<file path="src/rtl/uart_ram_cmd_ctrl.sv">
// +-----------------------------------------------------------------------------+
// | uart_ram_cmd_ctrl: parses UART 'W' addr data / 'R' addr commands onto a     |
// | 256x8 RAM port, returns read bytes over valid/ready. Option: CMD_TIMEOUT_EN |
// | Revision: 1.0                                                               |
// +-----------------------------------------------------------------------------+
`default_nettype none

module uart_ram_cmd_ctrl #(
  parameter int unsigned TIMEOUT_CYCLES = 12000000,
  parameter logic [7:0]  OP_WRITE       = 8'h57,
  parameter logic [7:0]  OP_READ        = 8'h52
) (
  input  logic       clk,
  input  logic       rst,
  input  logic [7:0] rx_data,
  input  logic       rx_valid,
  output logic [7:0] tx_data,
  output logic       tx_valid,
  input  logic       tx_ready,
  output logic [7:0] ram_address,
  output logic [7:0] ram_data_in,
  output logic       ram_write_enable,
  input  logic [7:0] ram_data_out,
  output logic       busy,
  output logic       cmd_error
);

  typedef enum logic [2:0] {
    S_IDLE       = 3'd0,
    S_GET_ADDR   = 3'd1,
    S_GET_DATA   = 3'd2,
    S_WRITE      = 3'd3,
    S_READ_ISSUE = 3'd4,
    S_READ_CAP   = 3'd5,
    S_SEND       = 3'd6
  } state_t;

  state_t     state_q, state_d;
  logic [7:0] op_q, op_d;
  logic [7:0] addr_q, addr_d;
  logic [7:0] data_q, data_d;
  logic [7:0] ram_address_q, ram_address_d;
  logic       ram_we_q, ram_we_d;
  logic [7:0] tx_data_q, tx_data_d;
  logic       tx_valid_q, tx_valid_d;
  logic       err_q, err_d;

`ifdef CMD_TIMEOUT_EN
  localparam int unsigned c_to_w = $clog2(TIMEOUT_CYCLES + 1);
  localparam logic [c_to_w-1:0] c_to_max = c_to_w'(TIMEOUT_CYCLES);
  logic [c_to_w-1:0] cnt_q, cnt_d;
`endif

  always_comb begin
    state_d       = state_q;
    op_d          = op_q;
    addr_d        = addr_q;
    data_d        = data_q;
    ram_address_d = ram_address_q;
    ram_we_d      = 1'b0;
    tx_data_d     = tx_data_q;
    tx_valid_d    = tx_valid_q;
    err_d         = 1'b0;
`ifdef CMD_TIMEOUT_EN
    cnt_d         = '0;
`endif
    case (state_q)
      S_IDLE: begin
        if (rx_valid) begin
          if (rx_data == OP_WRITE || rx_data == OP_READ) begin
            op_d    = rx_data;
            state_d = S_GET_ADDR;
          end else begin
            err_d = 1'b1;
          end
        end
      end
      S_GET_ADDR: begin
        if (rx_valid) begin
          addr_d = rx_data;
          if (op_q == OP_READ) begin
            // Address is registered onto the RAM port as READ_ISSUE begins.
            ram_address_d = rx_data;
            state_d       = S_READ_ISSUE;
          end else begin
            state_d = S_GET_DATA;
          end
        end
      end
      S_GET_DATA: begin
        if (rx_valid) begin
          data_d        = rx_data;
          ram_address_d = addr_q;
          ram_we_d      = 1'b1;
          state_d       = S_WRITE;
        end
      end
      S_WRITE: begin
        err_d   = rx_valid;
        state_d = S_IDLE;
      end
      S_READ_ISSUE: begin
        err_d   = rx_valid;
        state_d = S_READ_CAP;
      end
      S_READ_CAP: begin
        err_d      = rx_valid;
        tx_data_d  = ram_data_out;
        tx_valid_d = 1'b1;
        state_d    = S_SEND;
      end
      S_SEND: begin
        err_d = rx_valid;
        if (tx_ready) begin
          tx_valid_d = 1'b0;
          state_d    = S_IDLE;
        end
      end
      default: state_d = S_IDLE;
    endcase
`ifdef CMD_TIMEOUT_EN
    // Inter-byte watchdog: abandons a stalled command before any RAM access.
    if ((state_q == S_GET_ADDR || state_q == S_GET_DATA) && !rx_valid) begin
      if (cnt_q == c_to_max) begin
        err_d   = 1'b1;
        state_d = S_IDLE;
      end else begin
        cnt_d = cnt_q + 1'b1;
      end
    end
`endif
  end

  always_ff @(posedge clk) begin
    if (rst) begin
      state_q       <= S_IDLE;
      op_q          <= '0;
      addr_q        <= '0;
      data_q        <= '0;
      ram_address_q <= '0;
      ram_we_q      <= 1'b0;
      tx_data_q     <= '0;
      tx_valid_q    <= 1'b0;
      err_q         <= 1'b0;
    end else begin
      state_q       <= state_d;
      op_q          <= op_d;
      addr_q        <= addr_d;
      data_q        <= data_d;
      ram_address_q <= ram_address_d;
      ram_we_q      <= ram_we_d;
      tx_data_q     <= tx_data_d;
      tx_valid_q    <= tx_valid_d;
      err_q         <= err_d;
    end
  end

`ifdef CMD_TIMEOUT_EN
  always_ff @(posedge clk) begin
    if (rst) begin
      cnt_q <= '0;
    end else begin
      cnt_q <= cnt_d;
    end
  end
`endif

  assign tx_data          = tx_data_q;
  assign tx_valid         = tx_valid_q;
  assign ram_address      = ram_address_q;
  assign ram_data_in      = data_q;
  assign ram_write_enable = ram_we_q;
  assign busy             = (state_q != S_IDLE);
  assign cmd_error        = err_q;

endmodule

`default_nettype wire

</file>
<file path="config.mk">
export PLATFORM = sky130hd
export DESIGN_NAME = uart_ram_cmd_ctrl
export DESIGN_NICKNAME = d
export VERILOG_FILES = /design/src/rtl/uart_ram_cmd_ctrl.sv
export SDC_FILE = /design/constraint.sdc
export NUM_CORES = 1
export LEC_CHECK = 0
export CAP_MARGIN = 20
export CORE_UTILIZATION = 44
export CTS_CLUSTER_DIAMETER = 50
export DETAILED_ROUTE_END_ITERATION = 8
export PLACE_DENSITY = 0.85
export RECOVER_POWER = 25
export SYNTH_ARGS = -nofsm -noshare
export SYNTH_HDL_FRONTEND = slang
export SYNTH_SLANG_ARGS = --single-unit
</file>
<file path="constraint.sdc">
create_clock -name clk -period 1.7 [get_ports clk]
set_input_delay 0.255 -clock clk [delete_from_list [all_inputs] [get_ports clk]]
set_output_delay 0.255 -clock clk [all_outputs]
set_load 0.01 [all_outputs]
</file>
==> results <==
- The launching point of the worst reg2reg path is op_q[2].
- In this run the tightest slew margin relative to its limit is 56.34%.
- The post-synthesis area per instance is 8.929 sq um.
- The number of nets at the end of the flow is 311.
- For hold timing, the worst endpoint is state_q[2].
- On the final layout, the worst clock skew is 0.007424 ns.
- The y dimension of the die is 70.02 um.
- The startpoint-to-endpoint class of the critical path is flip-flop to flip-flop.
- The via count of the first global-routing pass is 1749.
- For the pin with the worst max-slew slack, the measured transition is 0.6549 ns.
- The post-synthesis net count is 248.
- For this run, the detailed router's first-pass iteration total came to 5.
- The net switching power is 0.4112 mW.
- Hold timing on the final database bottoms out at a slack of 0.4390 ns.
- From left edge to right edge, the die measures 70.02 um.
- The number of cells on the worst hold path is 4.
- The H-tree was split into 2 levels.
- The worst setup path is launched from a flip-flop.
- The logic gate share of total power is 7.0%.
- At the placement stage, the worst setup path has a slack of -0.3216 ns.
- In the synthesized netlist the async set-or-reset flop fraction comes to 0%.
- The number of buffers added by the clock tree synthesis step is 5.
- Max-cap violations in this run came to 0.
- The highest clock frequency the design can meet is 0.5840 GHz.
- Synthesis produced a netlist whose cell count is 228.
- Once detailed placement completed, the half-perimeter wirelength came to 3.501 mm.
- After detailed routing, the number of vias per cell comes to 5.636.
- The total count of max-transition violations in the final report came to 0.
- The number of failing hold endpoints at the final stage is 0.
- The final reports fail on negative setup slack.
- In this run the core area contains 24 standard-cell rows.
- The area of the die is 4903 sq um.
- In this run the deepest clock path goes through 2 buffers.
- The maximum fanout along the worst path is 8.
- For this run, the leading register cell type out of synthesis is dfxtp_1.
- In the routed design, unresolved DRC markers number 0.
- The total core area is 4414 sq um.
- Clock tree synthesis found a total of 46 sinks.
- In this run, synthesis produced a sequential element count of 46.
- Measured in cells, the most critical reg-to-reg path has a length of 3.
- Compared with the post-synthesis result, the final layout area differs by 40.38%.
- The violation count after the first detailed-route iteration is 215.
- The share of layout cells above drive strength 1 is 16.84%.
- The worst IR drop on VDD is 0.5433 mV.
- The final setup violation count is 2.
- In the final routed layout, each cell accounts on average for 14.62 um.
- The pin count of the biggest net entering global routing is 36.
- The clock tree from TritonCTS is yes.
- In this run, flip-flops and latches consume 53.0% of the power.
- The path class of the tightest hold or removal check is primary input to flip-flop.
- At the worst endpoint, the required time is 1.90 ns.
- Hold repair after CTS inserted 0 buffers.
- The sort of element at the end of the critical path is a flip-flop.
- Internal power comes to 1.627 mW.
- The arrival time reported for the critical path endpoint is 1.92 ns.
- The repair_antennas step left the layout with diodes totalling 0.
- The global router's overall resource usage is 20.89%.
- Counting flops with a built-in enable in the synthesized netlist gives 0.
- The clock-pin transition on the worst setup and hold timing paths is 0.08 ns.
- The final worst-path setup slack is -0.01220 ns.
- The clock root buffer is clkbuf_8.
- Of the total power, the share spent switching nets is 20.17%.
- The share of power burned in the clock network is 40.0%.
- Sequential cells were found to cover 45.24% of the synthesized design area.
- The areal power density over the cells is 713.3 nW/um^2.
- The via count is 1933.
- In the finished design, the share of the clock period the worst path needs comes to 100.7%.
- The flow ran to the end, but the final reports show violations.
- For this run, the number of Yosys warnings is 0.
- The count of unique library cells instantiated by Yosys is 38.
- The leakage power is 1.078 nW.
- The number of buffers added on ports is 47.
- The startpoint identified for the worst hold timing path is rx_valid.
- The remaining global-route overflow is 0.
- Routability-driven placement finished with a final weighted congestion of 0.7975.
- The capture instance of the worst register-to-register path is ram_address[2].
- The initial antenna violation count was 0.
- Setup repair after global routing could not meet its margin everywhere.
- The clock insertion delay at the later pin of the skew report is 0.30 ns.
- For this configuration, the core starts out at a cell density of 46.12%.
- The number of placed I/O pins is 48.
- Subtracting the final worst setup slack from the clock period gives 1.712 ns.
- The final wirelength is 5.013 mm.
- The post-synth design cell area is 2036 sq um.
- The global-route wire length before repair is 8.121 mm.
- The setup check on the worst reg-to-reg path leaves a slack of -0.01 ns.
- After routing, the total negative slack on setup checks comes to -0.01279 ns.
- The count of antenna-violating nets left after detailed routing is 0.
-- layer usage --
metal | track usage (%) | wire length [um] | vias to the layer above | share of wire, %
li1 | - | - | 941 | -
met1 | 28.16 | 2215 | 880 | 44
met2 | 32.80 | 2343 | 100 | 47
met3 | 5.195 | 373 | 12 | 7.4
met4 | 6.667 | 80 | 0 | 1.6
met5 | 0 | 0 | - | 0
-- state kept, by name (all words and copies together), names as in the netlist --
signal	cells
addr_q	8
ram_data_in	8
ram_address	8
op_q	8
cmd_error	1
state_q	3
tx_valid	1
ram_write_enable	1
tx_data	8
-- final cells by class --
cell class              count  area (sq um)
repair buffers             78         693.2
fillers                   365          1556
clock buffers               6         82.58
inverters                   5         18.77
multi-input cells         155          1042
clock inverters             1         30.03
flip-flops and latches     46         925.9
well taps                  52         65.06
-- worst max-delay path, stage by stage (launching register included) --
cell	delay [ns]
dfxtp_2	0.35
or4b_4	0.56
o31a_1	0.45
o31ai_1	0.26
-- kinds of logic (layout without fill, tap and decap cells) --
logic type,count (synthesis),in the layout,synth area share [%]
AOI/OAI and AO/OA,57,57,18.38
xor gates and xnor gates,1,1,0.4303
buffers and inverters,28,90,5.655
DFF,46,46,45.24
muxes,17,17,8.359
and+or+nand+nor,79,80,21.94
-- power groups by stage --
stage	registers [mW]	clock network, mW	logic, mW
after floorplan	1.11	0	0.0490
after global placement	1.11	0	0.139
after detailed placement	1.11	0	0.142
after CTS	1.08	0.828	0.143
after global routing	1.08	0.888	0.154
final	1.08	0.815	0.143
-- worst max-delay path by stage --
| stage | slack [ns] | startpoint | endpoint |
|---|---|---|---|
| floorplan | 0.08 | op_q[0] | state_q[2] |
| global placement | -0.24 | rx_valid | op_q[0] |
| detailed placement | -0.32 | rx_valid | op_q[5] |
| CTS | 0.01 | rx_valid | ram_address[0] |
| global route | -0.09 | op_q[3] | ram_address[2] |
| finish | -0.01 | op_q[2] | ram_address[2] |
-- cell usage after synthesis, drive strengths merged, types with 2 or more instances --
| cell | n | area share (%) |
|---|---|---|
| dfxtp | 46 | 45 |
| inv | 5 | 0.92 |
| nand2b | 3 | 0.92 |
| nor2 | 9 | 1.7 |
| nor2b | 11 | 3.4 |
| or4b | 2 | 1.2 |
| nand2 | 34 | 6.3 |
| nor4bb | 2 | 0.98 |
| a21oi | 26 | 6.4 |
| clkbuf | 19 | 3.5 |
| buf | 4 | 1.2 |
| nor3b | 2 | 0.74 |
| o22ai | 2 | 0.61 |
| or4bb | 2 | 1.1 |
| nand4bb | 2 | 1.1 |
| nand4 | 2 | 0.61 |
| a311oi | 2 | 0.86 |
| o31ai | 8 | 3.0 |
| and3b | 3 | 1.3 |
| o311ai | 8 | 3.4 |
| mux2i | 17 | 8.4 |
| o21ai | 3 | 0.74 |
| a41oi | 2 | 0.86 |
| nand3b | 2 | 0.74 |
| o41ai | 2 | 0.86 |
-- cell usage in the layout, fill, tap and decap left out, drive strengths merged, types with 9 or more instances in the layout --
cell type and instances:
nor2b 11, nand2 34, buf 28, a21oi 26
clkdlybuf4s50 40, mux2i 17, clkbuf 10, nor2 9
dfxtp 46
-- through the flow --
stage	instances	area, sq um	total power, mW	util [%]
after floorplan	228	2036	1.155	-
after global placement	333	2688	1.244	60.88
after detailed placement	333	2688	1.247	60.88
after CTS	340	2805	2.050	63.55
after global routing	343	2858	2.123	64.74
final	343	2858	2.038	64.74
-- timing repair --
action	in CTS	in global routing
resized for setup	2	16
endpoints found under the setup margin	10	16
gates cloned	0	1
buffers inserted	0	2
pin swaps	1	9
No activity file was read; power rests on OpenSTA's default activity.
